### src/rtl/rf_writeback_queue.sv
// rf_writeback_queue
// Write-side front end for the register file's single write port.
// Results from the ALU path and the load path arrive over valid/ready
// handshakes. They are buffered in order in a small FIFO, and at most one
// register write retires per cycle through a registered output stage
// (RegWrite/addD/WB_out). Decode can see queued values through two
// forwarding lookups and a pending-write bitmap.
//
// Ports
//   clk, rst                       clock, synchronous active-high reset
//   alu_valid/alu_ready/alu_rd/alu_data   ALU result handshake
//   mem_valid/mem_ready/mem_rd/mem_data   load result handshake
//   RegWrite/addD/WB_out           registered register-file write port
//   fwd_addA/fwd_hitA/fwd_dataA    forwarding lookup A
//   fwd_addB/fwd_hitB/fwd_dataB    forwarding lookup B
//   pending                        one-hot OR of in-flight destinations
//   count                          occupied FIFO entries
module rf_writeback_queue #(
    parameter int DEPTH = 4,
    parameter int XLEN  = 32,
    parameter int REGW  = 5
) (
    input  logic                       clk,
    input  logic                       rst,
    input  logic                       alu_valid,
    output logic                       alu_ready,
    input  logic [REGW-1:0]            alu_rd,
    input  logic [XLEN-1:0]            alu_data,
    input  logic                       mem_valid,
    output logic                       mem_ready,
    input  logic [REGW-1:0]            mem_rd,
    input  logic [XLEN-1:0]            mem_data,
    output logic                       RegWrite,
    output logic [REGW-1:0]            addD,
    output logic [XLEN-1:0]            WB_out,
    input  logic [REGW-1:0]            fwd_addA,
    output logic                       fwd_hitA,
    output logic [XLEN-1:0]            fwd_dataA,
    input  logic [REGW-1:0]            fwd_addB,
    output logic                       fwd_hitB,
    output logic [XLEN-1:0]            fwd_dataB,
    output logic [31:0]                pending,
    output logic [$clog2(DEPTH):0]     count
);

    localparam int PW = $clog2(DEPTH);
    localparam int CW = PW + 1;

    logic [REGW-1:0] rd_q   [DEPTH];
    logic [XLEN-1:0] data_q [DEPTH];
    logic [PW-1:0]   head;
    logic [PW-1:0]   tail;
    logic [CW-1:0]   free;
    logic            mem_push;
    logic            alu_push;
    logic            pop;
    logic [PW-1:0]   alu_slot;

    // Slot accounting uses start-of-cycle occupancy only; a same-edge pop
    // does not make room for an extra push.
    assign free      = CW'(DEPTH) - count;
    assign mem_ready = !rst && (free >= CW'(1));
    assign alu_ready = !rst && ((free >= CW'(2)) || ((free >= CW'(1)) && !mem_valid));

    // Writes to x0 complete the handshake but never occupy a slot.
    assign mem_push = mem_valid && mem_ready && (mem_rd != '0);
    assign alu_push = alu_valid && alu_ready && (alu_rd != '0);
    assign pop      = (count != '0);

    // The load entry is older than a same-cycle ALU entry.
    assign alu_slot = tail + PW'(mem_push);

    // Control state and the register-file output stage.
    always_ff @(posedge clk) begin
        if (rst) begin
            head     <= '0;
            tail     <= '0;
            count    <= '0;
            RegWrite <= 1'b0;
            addD     <= '0;
            WB_out   <= '0;
        end else begin
            tail  <= tail + PW'(mem_push) + PW'(alu_push);
            count <= count + CW'(mem_push) + CW'(alu_push) - CW'(pop);
            if (pop) begin
                RegWrite <= 1'b1;
                addD     <= rd_q[head];
                WB_out   <= data_q[head];
                head     <= head + PW'(1);
            end else begin
                RegWrite <= 1'b0;
            end
        end
    end

    // FIFO storage; occupancy is tracked by head/count, so no reset needed.
    always_ff @(posedge clk) begin
        if (mem_push) begin
            rd_q[tail]   <= mem_rd;
            data_q[tail] <= mem_data;
        end
        if (alu_push) begin
            rd_q[alu_slot]   <= alu_rd;
            data_q[alu_slot] <= alu_data;
        end
    end

    // Forwarding and pending bitmap. Entries are visited oldest first
    // (output stage, then FIFO head to tail) so the youngest match is the
    // last one to overwrite the result.
    always_comb begin
        logic [PW-1:0] idx;
        fwd_hitA  = 1'b0;
        fwd_dataA = '0;
        fwd_hitB  = 1'b0;
        fwd_dataB = '0;
        pending   = '0;
        idx       = '0;
        if (RegWrite) begin
            pending[addD] = 1'b1;
            if (addD == fwd_addA) begin
                fwd_hitA  = 1'b1;
                fwd_dataA = WB_out;
            end
            if (addD == fwd_addB) begin
                fwd_hitB  = 1'b1;
                fwd_dataB = WB_out;
            end
        end
        for (int j = 0; j < DEPTH; j++) begin
            idx = head + PW'(j);
            if (CW'(j) < count) begin
                pending[rd_q[idx]] = 1'b1;
                if (rd_q[idx] == fwd_addA) begin
                    fwd_hitA  = 1'b1;
                    fwd_dataA = data_q[idx];
                end
                if (rd_q[idx] == fwd_addB) begin
                    fwd_hitB  = 1'b1;
                    fwd_dataB = data_q[idx];
                end
            end
        end
        // x0 is never written, so it never forwards and is never pending.
        if (fwd_addA == '0) begin
            fwd_hitA  = 1'b0;
            fwd_dataA = '0;
        end
        if (fwd_addB == '0) begin
            fwd_hitB  = 1'b0;
            fwd_dataB = '0;
        end
        pending[0] = 1'b0;
    end

endmodule

### config.mk
export PLATFORM = sky130hd
export DESIGN_NAME = rf_writeback_queue
export DESIGN_NICKNAME = d
export VERILOG_FILES = /design/src/rtl/rf_writeback_queue.sv
export SDC_FILE = /design/constraint.sdc
export NUM_CORES = 1
export LEC_CHECK = 0
export CAP_MARGIN = 20
export CELL_PAD_IN_SITES_DETAIL_PLACEMENT = 1
export CELL_PAD_IN_SITES_GLOBAL_PLACEMENT = 2
export CORE_MARGIN = 3
export CORE_UTILIZATION = 39
export CTS_CLUSTER_SIZE = 20
export DETAILED_ROUTE_END_ITERATION = 12
export GPL_ROUTABILITY_DRIVEN = 0
export GPL_TIMING_DRIVEN = 0
export PLACE_DENSITY = 0.91
export SYNTH_ARGS = -nofsm -noshare
export SYNTH_HDL_FRONTEND = slang
export SYNTH_SLANG_ARGS = --single-unit
### constraint.sdc
create_clock -name clk -period 14.1 [get_ports clk]
set_clock_uncertainty 0.2 [all_clocks]
set_input_delay 2.82 -clock clk [delete_from_list [all_inputs] [get_ports clk]]
set_output_delay 2.82 -clock clk [all_outputs]
set_load 0.05 [all_outputs]
==> flow_summary.json <==
{
  "run_status": "finished, final reports clean",
  "antenna_violating_nets_post_route": 0,
  "grtUsageTotal_pct": 33.4,
  "postCtsResizedCells": 0,
  "cts_max_path_buffers": 2,
  "placeable_core_region_um2": 43600,
  "synth.distinct_cells": 64,
  "floorplan.die_area_um2": 47400,
  "synth-main-ff-cell": "sky130_fd_sc_hd__edfxtp_1",
  "post_synth_main_area_contributors": "sky130_fd_sc_hd__edfxtp_1, sky130_fd_sc_hd__mux4_2, sky130_fd_sc_hd__mux2_2",
  "async_flop_share_pct": 0,
  "vias": 17662,
  "arrival_ps": 6570,
  "post-synth-top-area-fraction_pct": 25.4,
  "most-common-layout-cells": "sky130_fd_sc_hd__nand2_1, sky130_fd_sc_hd__clkdlybuf4s50_1, sky130_fd_sc_hd__mux2_2, sky130_fd_sc_hd__edfxtp_1, sky130_fd_sc_hd__clkbuf_1",
  "grt_first_pass_wirelength_um": 118000,
  "final.setup.tns_ps": 0,
  "final_max_slew_viol_count": 0,
  "grt_pass1_vias": 18204,
  "floorplan.initialDensity_pct": 40.1,
  "multiInputGateArea_um2": 11200,
  "critical_path_buf_inv_count": 3,
  "max_cap_violations": 0,
  "synthCells": 1769,
  "cpMaxStageDelayCell": "sky130_fd_sc_hd__clkdlybuf4s50_1",
  "crit_path_start_kind": "input pin",
  "yosys_register_bits": 195,
  "largest_incremental_delay_on_the_critical_path_ps": 930,
  "violation_count_after_the_first_detailed_route_iteration": 1989,
  "grt_remaining_overflow": 0,
  "width_of_the_die_um": 218,
  "timing.final.crit_period_ps": 9590,
  "antenna_found_initial": 1,
  "power_frac_comb_pct": 70.8,
  "worst-endpoint-required_ps": 11080,
  "max_slew.worst_pin.slew_ps": 1130,
  "fin_crit_sh_pct": 68.0,
  "grt_setup_unrepaired": "false",
  "routed_via_density": 6.74,
  "drt-wirelength-per-cell_um": 31.0,
  "clk_pin_slew_ps": 80,
  "synth_area_per_cell_um2": 9.89,
  "fin_nets": 2117,
  "switching_part_of_the_total_power_pct": 55.7,
  "clock_insertion_delay_worst_skew_ps": 490,
  "grt_start_max_net_pins": 20,
  "cellLeakagePower_nw": 6.79,
  "postCtsSetupBuffers": 0,
  "timing.reg2reg.setup_slack_ps": 8690,
  "critPathMaxFanout": 11,
  "hold_violations": 0,
  "power.net_switching_mw": 2.80,
  "min_path_type": "flop to flop",
  "worst_path_dominant_cell_family": "buffers and inverters",
  "number_of_placed_i_o_pins": 229,
  "synth_top_area_cell": "sky130_fd_sc_hd__edfxtp_1",
  "clock.fmax_ghz": 0.104,
  "max-slew-margin-rel_pct": 24.4,
  "worst_ir_drop_vdd_mv": 0.140,
  "worstSetupPathType": "input pin to output port",
  "fillerInstances": 4845,
  "layout.area.seq_um2": 5390,
  "detail_route.drc_violations": 0,
  "drtPass1Iterations": 6,
  "ctsHoldBuffers": 0,
  "hpwlAfterDp_um": 58900,
  "hold_ws_ps": 353,
  "port_buffer_cells": 217,
  "final-setup-viol-count": 0,
  "worst_path_most_repeated_cell": "sky130_fd_sc_hd__clkbuf_1",
  "setup.worst_path.end_class": "output port",
  "p_clk_share_pct": 10.2,
  "clock_tree.root_cell": "sky130_fd_sc_hd__clkbuf_16",
  "tritoncts.num_buffers": 17,
  "final_common_cell": "sky130_fd_sc_hd__nand2_1",
  "placement_row_count": 76,
  "p_int_mw": 2.22,
  "yosysWarningCount": 0,
  "syn_nets": 1867,
  "number_of_flops_mapped_to_enable_cells_by_yosys": 148,
  "htreeDepth": 4,
  "die_height_um": 218,
  "yosysSeqAreaShare_pct": 30.8,
  "power_frac_seq_pct": 19.0,
  "powerDensity_nw_per_um2": 236,
  "synth_area_um2": 17500,
  "clock_sink_count": 195,
  "area_delta_synth_final_pct": 21.9,
  "critical_path.cell_chain": "clkbuf_1 -> xnor2_1 -> nor3_1 -> o21ai_1 -> clkbuf_1 -> nor2_1 -> o31ai_1 -> clkdlybuf4s50_1",
  "route.final.wire_length_um": 81300,
  "clock_tree_from_tritoncts": "yes",
  "post_route_cells_drive_above_1_share_pct": 21.0
}
==> metal layers <==
metal / track usage, % / up-vias / wire length, um
met2: 52.7 / 1169 / 37400
met4: 18.1 / 0 / 4040
li1: - / 7381 / -
met1: 42.0 / 8845 / 31500
met5: 0 / - / 0
met3: 8.71 / 267 / 8360
==> worst paths after layout <==
kind / depth (start not counted) / endpoint / startpoint
worst max-delay path: 8 / fwd_dataA[31] / fwd_addA[4]
worst min-delay path: 2 / WB_out[16] / WB_out[16]
worst max register to register: 13 / data_q[1][12] / count[0]
worst min register to register: 2 / WB_out[16] / WB_out[16]
==> flip-flops by register name, summed over array words and instances (netlist names), named ones only <==
register / cells
RegWrite: 1
WB_out: 32
addD: 5
count: 3
data_q: 128
head: 2
rd_q: 20
tail: 2
==> final cells by class <==
type                            instances  area share (%)
Antenna cell                            3          0.0352
Buffer                                188            4.25
Clock buffer                           17            1.99
Sequential cell                       195            25.2
Clock inverter                         15           0.692
Inverter                               25           0.440
Multi-Input combinational cell       1361            52.4
Timing Repair Buffer                  231            11.5
Tap cell                              585            3.43
==> metrics by stage <==
stage | utilization, % | setup slack [ps] | instances | area (um2) | total power [mW]
finish | 48.9 | 4510 | 2620 | 21300 | 5.03
global route | 48.9 | 4350 | 2617 | 21300 | 5.20
CTS | 48.6 | 4620 | 2611 | 21200 | 4.91
detailed placement | 47.3 | 4630 | 2579 | 20600 | 4.39
global placement | 46.7 | 3660 | 2571 | 20400 | 4.30
floorplan | - | 5460 | 1769 | 17500 | 3.16
==> worst reg2reg max path, cell delays in order (launching register included) <==
cell,delay [ps]
sky130_fd_sc_hd__dfxtp_1,530
sky130_fd_sc_hd__inv_1,170
sky130_fd_sc_hd__ha_1,250
sky130_fd_sc_hd__ha_1,300
sky130_fd_sc_hd__nor4b_1,240
sky130_fd_sc_hd__nor2_1,110
sky130_fd_sc_hd__o311a_1,170
sky130_fd_sc_hd__ha_1,240
sky130_fd_sc_hd__xnor2_1,220
sky130_fd_sc_hd__nand3_1,360
sky130_fd_sc_hd__clkbuf_1,820
sky130_fd_sc_hd__clkbuf_1,730
sky130_fd_sc_hd__o21ai_4,460
sky130_fd_sc_hd__buf_12,330
==> power groups by stage <==
stage	sequential, mW	clock (mW)	combinational [mW]
after floorplan	1.08	0	2.08
after global placement	0.963	0	3.33
after detailed placement	0.956	0	3.43
after CTS	0.946	0.511	3.46
after global routing	0.964	0.533	3.70
final	0.953	0.512	3.56
==> cell usage after synthesis, drive strengths merged (8+ instances only) <==
| master | number |
|---|---|
| a31oi | 32 |
| dfxtp | 47 |
| mux2i | 65 |
| o31a | 9 |
| mux2 | 156 |
| nor2 | 75 |
| a22oi | 52 |
| edfxtp | 148 |
| and3 | 12 |
| xnor2 | 35 |
| ha | 9 |
| xor2 | 23 |
| nand3 | 35 |
| a21oi | 95 |
| inv | 24 |
| and2 | 34 |
| nand2 | 229 |
| or2 | 12 |
| nor2b | 35 |
| nand2b | 9 |
| a32oi | 31 |
| clkbuf | 117 |
| nor3 | 108 |
| nor3b | 8 |
| o32ai | 35 |
| o31ai | 32 |
| mux4 | 84 |
| a2111oi | 32 |
| a311oi | 63 |
| buf | 71 |
==> cell families after synthesis <==
kind of cell,share of synthesized area (%)
flops,30.8
simple gates,15.8
other cells,0.0214
compound gates,18.9
fa+ha+maj,0.758
buf+inv,5.71
xor+xnor,3.40
mux,24.6
No activity file was read; power rests on OpenSTA's default activity.
